`config.mk`:
```
export PLATFORM = sky130hd
export DESIGN_NAME = demux2to4_seq
export DESIGN_NICKNAME = d
export VERILOG_FILES = /design/src/rtl/demux2to4_seq.sv
export SDC_FILE = /design/constraint.sdc
export NUM_CORES = 1
export LEC_CHECK = 0
export ABC_CLOCK_PERIOD_IN_PS = 4600
export BUFFER_PORTS_ARGS = -buffer_cell sky130_fd_sc_hd__buf_2
export CORE_MARGIN = 2
export CORE_UTILIZATION = 46
export CTS_CLUSTER_DIAMETER = 120
export CTS_CLUSTER_SIZE = 30
export DETAILED_ROUTE_END_ITERATION = 8
export GPL_TIMING_DRIVEN = 0
export PLACE_DENSITY = 0.69
export SLEW_MARGIN = 15
export SYNTH_ARGS = -nofsm -noshare
export SYNTH_HDL_FRONTEND = slang
export SYNTH_SLANG_ARGS = --single-unit
```
`constraint.sdc`:
```
create_clock -name clk -period 4.6 [get_ports clk]
set_clock_uncertainty 0.1 [all_clocks]
set_input_delay 0.92 -clock clk [delete_from_list [all_inputs] [get_ports clk]]
set_output_delay 0.92 -clock clk [all_outputs]
set_load 0.1 [all_outputs]
```
`src/rtl/demux2to4_seq.sv`:
```
// demux2to4_seq: registered 1-to-2 demux of a 2-bit pair into two
// per-port FIFOs with valid/ready, X-select trapping and counters.
//
// Ports:
//   clk, rst_n            clock, async active-low reset
//   in_valid/in_ready     input handshake
//   s0, in0, in1          route select and payload pair
//   a_valid/a_ready       port A handshake, out0/out1 head
//   b_valid/b_ready       port B handshake, out2/out3 head
//   sel_err               pulse after a word dropped for X/Z s0
//   a_cnt/b_cnt/err_cnt   saturating word counters

module demux2to4_seq_fifo #(
  parameter int DEPTH = 2
) (
  input  logic       clk,
  input  logic       rst_n,
  input  logic       push_i,
  input  logic [1:0] din_i,
  input  logic       rdy_i,
  output logic       vld_o,
  output logic [1:0] dout_o,
  output logic       full_o
);

  localparam int AW = $clog2(DEPTH);

  logic [1:0]    mem_q [DEPTH];
  logic [AW-1:0] rd_q;
  logic [AW-1:0] wr_q;
  logic [AW:0]   cnt_q;
  logic [AW:0]   cnt_d;
  logic [1:0]    last_q;
  logic          pop;

  assign vld_o  = (cnt_q != '0);
  assign full_o = (cnt_q == (AW+1)'(DEPTH));
  assign pop    = vld_o & rdy_i;

  // An empty port keeps showing the last word it handed out.
  assign dout_o = vld_o ? mem_q[rd_q] : last_q;

  always_comb begin
    cnt_d = cnt_q;
    unique case ({push_i, pop})
      2'b10:   cnt_d = cnt_q + 1'b1;
      2'b01:   cnt_d = cnt_q - 1'b1;
      default: cnt_d = cnt_q;
    endcase
  end

  always_ff @(posedge clk or negedge rst_n) begin
    if (!rst_n) begin
      for (int i = 0; i < DEPTH; i++) begin
        mem_q[i] <= '0;
      end
      rd_q   <= '0;
      wr_q   <= '0;
      cnt_q  <= '0;
      last_q <= '0;
    end else begin
      if (push_i) begin
        mem_q[wr_q] <= din_i;
        wr_q        <= wr_q + 1'b1;
      end
      if (pop) begin
        last_q <= mem_q[rd_q];
        rd_q   <= rd_q + 1'b1;
      end
      cnt_q <= cnt_d;
    end
  end

endmodule

module demux2to4_seq #(
  parameter int DEPTH = 2,
  parameter int CNT_W = 8
) (
  input  logic             clk,
  input  logic             rst_n,
  input  logic             in_valid,
  output logic             in_ready,
  input  logic             s0,
  input  logic             in0,
  input  logic             in1,
  output logic             a_valid,
  input  logic             a_ready,
  output logic             out0,
  output logic             out1,
  output logic             b_valid,
  input  logic             b_ready,
  output logic             out2,
  output logic             out3,
  output logic             sel_err,
  output logic [CNT_W-1:0] a_cnt,
  output logic [CNT_W-1:0] b_cnt,
  output logic [CNT_W-1:0] err_cnt
);

  logic             sel_a;
  logic             sel_b;
  logic             sel_x;
  logic             full_a;
  logic             full_b;
  logic             push_a;
  logic             push_b;
  logic             drop;
  logic [1:0]       dout_a;
  logic [1:0]       dout_b;
  logic [CNT_W-1:0] a_cnt_q;
  logic [CNT_W-1:0] a_cnt_d;
  logic [CNT_W-1:0] b_cnt_q;
  logic [CNT_W-1:0] b_cnt_d;
  logic [CNT_W-1:0] err_cnt_q;
  logic [CNT_W-1:0] err_cnt_d;
  logic             sel_err_q;

  function automatic logic [CNT_W-1:0] sat_inc(
    input logic [CNT_W-1:0] v
  );
    return (&v) ? v : v + 1'b1;
  endfunction

  // Case matching is exact, so an X/Z select lands in default.
  // Hardware never sees that branch; it only exists in 4-state sim.
  always_comb begin
    sel_a = 1'b0;
    sel_b = 1'b0;
    sel_x = 1'b0;
    case (s0)
      1'b0:    sel_a = 1'b1;
      1'b1:    sel_b = 1'b1;
      default: sel_x = 1'b1;
    endcase
  end

  // A full port refuses even when it pops in the same cycle.
  assign in_ready = sel_x
                  | (sel_a & ~full_a)
                  | (sel_b & ~full_b);

  assign push_a = in_valid & sel_a & ~full_a;
  assign push_b = in_valid & sel_b & ~full_b;
  assign drop   = in_valid & sel_x;

  demux2to4_seq_fifo #(
    .DEPTH (DEPTH)
  ) u_fifo_a (
    .clk    (clk),
    .rst_n  (rst_n),
    .push_i (push_a),
    .din_i  ({in1, in0}),
    .rdy_i  (a_ready),
    .vld_o  (a_valid),
    .dout_o (dout_a),
    .full_o (full_a)
  );

  demux2to4_seq_fifo #(
    .DEPTH (DEPTH)
  ) u_fifo_b (
    .clk    (clk),
    .rst_n  (rst_n),
    .push_i (push_b),
    .din_i  ({in1, in0}),
    .rdy_i  (b_ready),
    .vld_o  (b_valid),
    .dout_o (dout_b),
    .full_o (full_b)
  );

  assign {out1, out0} = dout_a;
  assign {out3, out2} = dout_b;

  always_comb begin
    a_cnt_d   = a_cnt_q;
    b_cnt_d   = b_cnt_q;
    err_cnt_d = err_cnt_q;
    if (push_a) a_cnt_d   = sat_inc(a_cnt_q);
    if (push_b) b_cnt_d   = sat_inc(b_cnt_q);
    if (drop)   err_cnt_d = sat_inc(err_cnt_q);
  end

  always_ff @(posedge clk or negedge rst_n) begin
    if (!rst_n) begin
      a_cnt_q   <= '0;
      b_cnt_q   <= '0;
      err_cnt_q <= '0;
      sel_err_q <= 1'b0;
    end else begin
      a_cnt_q   <= a_cnt_d;
      b_cnt_q   <= b_cnt_d;
      err_cnt_q <= err_cnt_d;
      sel_err_q <= drop;
    end
  end

  assign a_cnt   = a_cnt_q;
  assign b_cnt   = b_cnt_q;
  assign err_cnt = err_cnt_q;
  assign sel_err = sel_err_q;

endmodule

```
After elaboration in Yosys (flattened, before gate mapping) --
Index checks and enable logic that the tools add are counted.
Storage, ports and cells: input port bits 8, flip-flop bits (word level) 36, output and inout port bits 32, word-level logic and storage cells 81
Cells by class: bitwise gates (word level) 17, equal/unequal tests 6, $lt $le $gt $ge 6, add/subtract/negate cells 10, muxes and demuxes 18, reduce and logical (&&, ||, !) cells 10
Operators with widths (count):
- $mux W2 | 10
- $add A8 B1 Y8 const B | 2
- $reduce_and A8 Y1 | 2
- $and A1 B1 Y1 | 8
- $bwmux W4 | 2
- $eq A2 B2 Y1 const B | 4
- $ge A2 B2 Y1 const B | 4
- $not A1 Y2 | 4
- $pmux W2 S2 | 2
- $reduce_bool A2 Y1 | 4
- $add A1 B1 Y1 const B | 4
- $add A2 B1 Y2 const B | 2
- $demux W2 S1 | 2
- $eq A2 B1 Y1 const B | 2
- $lt A2 B1 Y1 const B | 2
- $not A1 Y1 | 4
- $reduce_and A2 Y1 | 2
- $sub A2 B1 Y2 const B | 2
- $logic_and A1 B1 Y1 | 2
- $mux W1 | 2
- $or A1 B1 Y1 | 1

Logic depth before layout (Yosys ltp) --
Gate-level depths: netlist of run 1.
depth after elaboration 6, gate-level depth with buffers 8, mapped depth without buffers 7

Cells and area by module --
From an unflattened synthesis of run 1, not the netlist that was laid out.
Unflattened totals: cells, all modules 171, area, all modules 1818.0 um^2
By module, submodules not included:
- demux2to4_seq | area an instance 917.1 um^2, sequential area each 400.4 um^2, cells each 93, instances 1
- demux2to4_seq_fifo | area an instance 450.4 um^2, sequential area each 250.2 um^2, cells each 39, instances 2

Least setup slack after synthesis of run 1 --
Ideal clock, no wire load.
kind reg-to-output, start point register u_fifo_b.cnt_q[0], end point output port out2, cell stages (with the launch flop) 4, buffers on the path 1, required time 3580 ps, setup slack 950 ps, arrival time 2630 ps, cell sequence dfrtp_1 or2_1 clkbuf_2 a21oi_1
On the way: word-level cells in the longest chain between the ends 2
Ends and longest elaborated chain:
- start: declaration | line 31 | logic [AW:0] cnt_q;
- start signal: assignment | line 70 | cnt_q <= cnt_d;
- $reduce_bool A2 Y1 | line 36 | assign vld_o = (cnt_q != '0);
- net b_valid | line 91 | output logic b_valid,
- $mux W2 | line 41 | assign dout_o = vld_o ? mem_q[rd_q] : last_q;
- end: declaration | line 93 | output logic out2,
The timed path passes the listed nets, and every way through them passes these cells.

Worst setup path in the final report of run 1 --
start point input port s0, end point output port in_ready
On the way: word-level cells in the longest chain between the ends 3, elaborated cells between the ends (all ways) 5, those cells by class mux: 2; bitwise: 3
Ends and longest elaborated chain:
- start: declaration | line 84 | input logic s0,
- $mux W1 | line 131 | case (s0)
- $and A1 B1 Y1 (on tied branches) | line 140, 141
- $or A1 B1 Y1 (*) | line 141 | | (sel_b & ~full_b);
- end: declaration | line 83 | output logic in_ready,
Mark *: on every way between the ends. The rest lies on a longest branch, timed or not.

==> metrics.cfg, run 1 <==
[route]
drt_wl_total_um=3230
drc=0
drtIter0Drc=54
routed_via_density=4.92
wl_per_cell_um=12.4
top_layer_used=met4
drt-met1-wl_um=1340
routed-wl-met3_um=222
dr.pass1.iters=4
drt.antenna.violating_nets=0
met2_length_um=1610
via_count=1283

[critical_path]
end_kind=output port
start_kind=input pin
reg2reg_setup_slack_ns=2.78
critical_path_required_ns=3.58
worstSetupPathType=input pin to output port
cp_max_fo=4
crit_arrival_ns=1.69

[place]
port_buffers=30
dpl.hpwl_um=2480
placed_area_um2=2060
dpl_worst_slack_ns=1.86
place_congestion=0.752

[global_routing]
grt_max_degree=37
gr-total-overflow=0
grt_pass1_wl_um=5660
antenna_found_initial=0
first_global_vias=1325
grt.total_usage=0.174

[sta]
slew_headroom=0.484
final.setup.worst_slack_ns=1.89
final-setup-viol-count=0
post-route-period-util=0.589
rsz0062_at_grt=false
worstMarginPinSlew_ns=0.775
hold_viol=0
fmax_mhz=369
fin_crit_ns=2.71
final.setup.tns_ns=0
slew_violations=0

[clock_network]
clk_path_buf_depth=2
clkTransAtPathRegs_ns=0.07
clockRootBuffer=clkbuf_8
cts_made_buffers=5
cts_hold_buf=0
h-tree-depth=2
cts_resized=0
cts_sinks=36
clock_latency_ns=0.29
cts_setup_buffers=0
tritoncts=yes

[die]
die_area_um2=4470
die_w_um=66.9
core_area_um2=3740
rows=22
initial_utilization=0.486
die_height_um=66.9
pin_count=40

[synthesis]
synth_warnings=0
syn_area_um2=1820
netlist_instances=167
synth-seq-cells=36
ys_seq_area_frac=0.495
syn_area_per_cell_um2=10.9
yosysUniqueCellTypes=37

[cells_and_area]
diodes=0
design_area_um2=2190
area_growth_pct=20.2
drive_gt1_frac=0.310
fin_nets=224

[run]
max_cap_violations=0

[worst_hold_path]
hold_path.class=flop to flop

[status]
status=finished clean

per-stage QoR:
step | hold WS, ns | utilization | std cells
2_1_floorplan | 0.351 | - | 175
6_report | 0.381 | 0.584 | 261
5_1_grt | 0.420 | 0.584 | 261
3_5_place_dp | 0.371 | 0.550 | 253
4_1_cts | 0.388 | 0.584 | 261
3_3_place_gp | 0.365 | 0.550 | 253
routing by layer:
metal | vias to the layer above | GRT usage
met5 | - | 0
met3 | 4 | 0.0625
met2 | 41 | 0.314
li1 | 635 | -
met4 | 0 | 0.0765
met1 | 603 | 0.180
cell usage in the layout, fill, tap and decap left out, drive strengths merged, types with 8 or more instances in the layout:
master / n
nor2: 14
conb: 9
buf: 40
xnor2: 12
mux2: 14
nand2: 17
dfrtp: 36
clkbuf: 8
state kept, by name, summed over array words and instances, names as in the netlist:
name / flops
u_fifo_b.mem_q: 4
u_fifo_b.wr_q: 1
u_fifo_b.rd_q: 1
u_fifo_b.cnt_q: 2
u_fifo_a.mem_q: 4
u_fifo_a.cnt_q: 2
u_fifo_b.last_q: 2
u_fifo_a.rd_q: 1
u_fifo_a.last_q: 2
a_cnt: 8
u_fifo_a.wr_q: 1
b_cnt: 8
kinds of logic after synthesis:
| kind of cell | count (synthesis) | synth area share |
|---|---|---|
| buf+inv | 16 | 0.0530 |
| xor+xnor | 15 | 0.0722 |
| fa+ha+maj | 4 | 0.0275 |
| mux | 21 | 0.127 |
| flops | 36 | 0.495 |
| compound gates | 15 | 0.0461 |
| simple gates | 59 | 0.177 |
| other cells | 1 | 0.00206 |
worst paths after layout:
| kind | cells past startpoint | from | end |
|---|---|---|---|
| min in group asynchronous | 1 | rst_n | u_fifo_b.last_q[1] |
| min | 2 | u_fifo_b.last_q[1] | u_fifo_b.last_q[1] |
| max reg2reg | 7 | u_fifo_b.cnt_q[0] | u_fifo_b.cnt_q[1] |
| min reg2reg | 2 | u_fifo_b.last_q[1] | u_fifo_b.last_q[1] |
| max | 3 | s0 | in_ready |
| max in group asynchronous | 1 | rst_n | u_fifo_a.last_q[0] |
cell type report:
type | instances | area (µm²)
inverter | 5 | 18.8
tap | 48 | 60.1
multi-input combinational | 123 | 852
clock inverter | 1 | 30.0
clock buffer | 7 | 96.3
fill | 356 | 1560
timing repair buffer | 30 | 150
buffer | 11 | 77.6
sequential | 36 | 901
worst max-delay path, stage by stage:
cell,delay (ns)
buf_2,0.12
mux2i_1,0.19
buf_2,0.45
synthesized netlist by cell type:
library cell / number / area (µm²)
a21oi_1: 7 / 35.0
nor2b_4: 1 / 13.8
and2_1: 1 / 6.26
nand3_1: 7 / 35.0
nand2_2: 1 / 6.26
xnor2_1: 12 / 105
a31oi_1: 1 / 6.26
nor2b_2: 1 / 8.76
and4_1: 1 / 8.76
o21ai_0: 4 / 20.0
clkbuf_2: 1 / 5.00
nor2_1: 11 / 41.3
ha_1: 4 / 50.1
and3_1: 2 / 12.5
o21a_1: 2 / 15.0
nor2_2: 2 / 12.5
xor2_1: 3 / 26.3
nor2_4: 1 / 11.3
nand4_1: 2 / 12.5
inv_1: 3 / 11.3
mux2_4: 1 / 15.0
nand2b_1: 4 / 25.0
and4_4: 1 / 11.3
conb_1: 1 / 3.75
inv_2: 2 / 7.51
a21boi_0: 1 / 7.51
or2_1: 2 / 12.5
nand2_1: 16 / 60.1
nor3_1: 3 / 15.0
nand2b_2: 1 / 8.76
buf_4: 9 / 67.6
dfrtp_1: 36 / 901
mux2_1: 9 / 101
mux2_2: 4 / 45.0
nor3_2: 2 / 20.0
buf_2: 1 / 5.00
mux2i_1: 7 / 70.1
Power of run 1 is not shown: default switching activity piles up to over one toggle a cycle in this logic, so the estimate is an artifact.
==> run 2, diff against run 1 <==
--- a/config.mk
+++ b/config.mk
@@ -5,7 +5,7 @@
 export SDC_FILE = /design/constraint.sdc
 export NUM_CORES = 1
 export LEC_CHECK = 0
-export ABC_CLOCK_PERIOD_IN_PS = 4600
+export ABC_CLOCK_PERIOD_IN_PS = 2500
 export BUFFER_PORTS_ARGS = -buffer_cell sky130_fd_sc_hd__buf_2
 export CORE_MARGIN = 2
 export CORE_UTILIZATION = 46
==> constraint.sdc (replaced) <==
create_clock -name clk -period 2.5 [get_ports clk]
set_clock_uncertainty 0.1 [all_clocks]
set_input_delay 0.5 -clock clk [delete_from_list [all_inputs] [get_ports clk]]
set_output_delay 0.5 -clock clk [all_outputs]
set_load 0.1 [all_outputs]
==> run 2 against run 1 <==
  * Critical path depth increased by 1
  * Final area up 0.17%
  * Core utilization is 0.10 points higher
==> metrics.cfg, run 2 (same netlist as run 1, synthesis figures left out) <==
[critical_path]
end_kind=output port  ; unchanged
cp_max_fo=6  ; was 4
critical_path_required_ns=1.90  ; was 3.58 ns
worstSetupPathType=flop to output port  ; was input pin to output port
crit_arrival_ns=1.70  ; was 1.69 ns
start_kind=flop  ; was input pin

[die]
initial_utilization=0.486  ; unchanged
die_w_um=66.9  ; unchanged
pin_count=40  ; unchanged
die_height_um=66.9  ; unchanged
core_area_um2=3740  ; unchanged
rows=22  ; unchanged
die_area_um2=4470  ; unchanged

[sta]
slew_headroom=0.477  ; was 0.484
slew_violations=0  ; unchanged
worstMarginPinSlew_ns=0.784  ; was 0.775 ns
hold_viol=0  ; unchanged
final.setup.tns_ns=0  ; unchanged
post-route-period-util=0.918
rsz0062_at_grt=false  ; unchanged
fmax_mhz=436
final-setup-viol-count=0  ; unchanged
fin_crit_ns=2.30

[route]
dr.pass1.iters=4  ; unchanged
drtIter0Drc=38  ; was 54
drt.antenna.violating_nets=0  ; unchanged
routed_via_density=4.95  ; was 4.92
drc=0  ; unchanged
wl_per_cell_um=12.6  ; was 12.4 µm
via_count=1286  ; was 1283
drt_wl_total_um=3270  ; was 3230 µm

[clock_network]
clockRootBuffer=clkbuf_8  ; unchanged
tritoncts=yes  ; unchanged
cts_setup_buffers=0  ; unchanged
cts_resized=0  ; unchanged
h-tree-depth=2  ; unchanged
clkTransAtPathRegs_ns=0.07  ; about the same
cts_made_buffers=5  ; unchanged
cts_hold_buf=0  ; unchanged
cts_sinks=36  ; unchanged
clock_latency_ns=0.28  ; was 0.29 ns
clk_path_buf_depth=2  ; unchanged

[global_routing]
grt.total_usage=0.165  ; was 0.174
gr-total-overflow=0  ; unchanged
grt_pass1_wl_um=5550  ; was 5660 µm
antenna_found_initial=0  ; unchanged
grt_max_degree=37  ; unchanged
first_global_vias=1287  ; was 1325

[cells_and_area]
drive_gt1_frac=0.330  ; was 0.310
design_area_um2=2190  ; about the same
fin_util=0.585  ; was 0.584
diodes=0  ; unchanged
multi_input_area_um2=886  ; was 852 µm²
final_cell_mix=36 x dfrtp_1, 31 x buf_2, 16 x nand2_1, 12 x xnor2_1, 11 x nor2_1  ; unchanged
layout_commonest_cell=dfrtp_1  ; unchanged
fin_nets=224  ; unchanged
fillers=336  ; was 356
area_growth_pct=20.4  ; was 20.2%
seq_area_um2=901  ; unchanged

[place]
place_congestion=0.778  ; was 0.752
port_buffers=30  ; unchanged
dpl.hpwl_um=2490  ; was 2480 µm
placed_area_um2=2090  ; was 2060 µm²

[status]
status=finished clean  ; unchanged

[worst_hold_path]
hold_path.class=input pin to asynchronous set/reset pin  ; was flop to flop

[run]
max_cap_violations=0  ; unchanged

## run 2: cell count changes in the layout (fill, tap and decap cells not counted), sizes merged
cell	before	now
bufinv	1	0
## run 2: routing by layer
layer  vias to the layer above  part of all wire  global-route usage
li1                        636                 -                   -
met1                       621              0.43               0.187
met2                        25              0.51               0.293
met3                         4             0.042              0.0439
met4                         0             0.011              0.0638
met5                         -                 0                   0
## run 2: layout make-up
| class | instances | area share |
|---|---|---|
| Tap cell | 48 | 0.0274 |
| Inverter | 5 | 0.00857 |
| Buffer | 11 | 0.0354 |
| Clock buffer | 7 | 0.0440 |
| Sequential cell | 36 | 0.411 |
| Timing Repair Buffer | 30 | 0.0686 |
| Multi-Input combinational cell | 123 | 0.405 |
## run 2: worst paths after layout
path	cells past startpoint	endpoint	from	slack (ns)
max	4	out0	u_fifo_a.cnt_q[0]	0.20
min	1	b_cnt[2]	rst_n	0.19
max reg2reg	7	u_fifo_b.cnt_q[1]	u_fifo_b.cnt_q[0]	0.61
min reg2reg	2	u_fifo_b.last_q[0]	u_fifo_b.last_q[0]	0.38
max in group asynchronous	1	u_fifo_a.mem_q[1]	rst_n	1.60
min in group clk	2	u_fifo_b.last_q[0]	u_fifo_b.last_q[0]	0.38
## run 2: stage by stage
step / setup WS, ns / hold slack (ns) / std cells
finish: 0.205 / 0.190 / 260
global route: 0.121 / 0.258 / 260
CTS: 0.186 / 0.235 / 260
detailed placement: 0.505 / 0.372 / 253
global placement: 0.529 / 0.365 / 253
floorplan: -0.192 / 0.104 / 175
## run 2: critical path, cell delays in order (launching register included)
cell and delay, ns:
dfrtp_1 0.44, or2_1 0.24, buf_2 0.17, a21oi_4 0.12, buf_2 0.43
Power of run 2 is left out for the same reason.
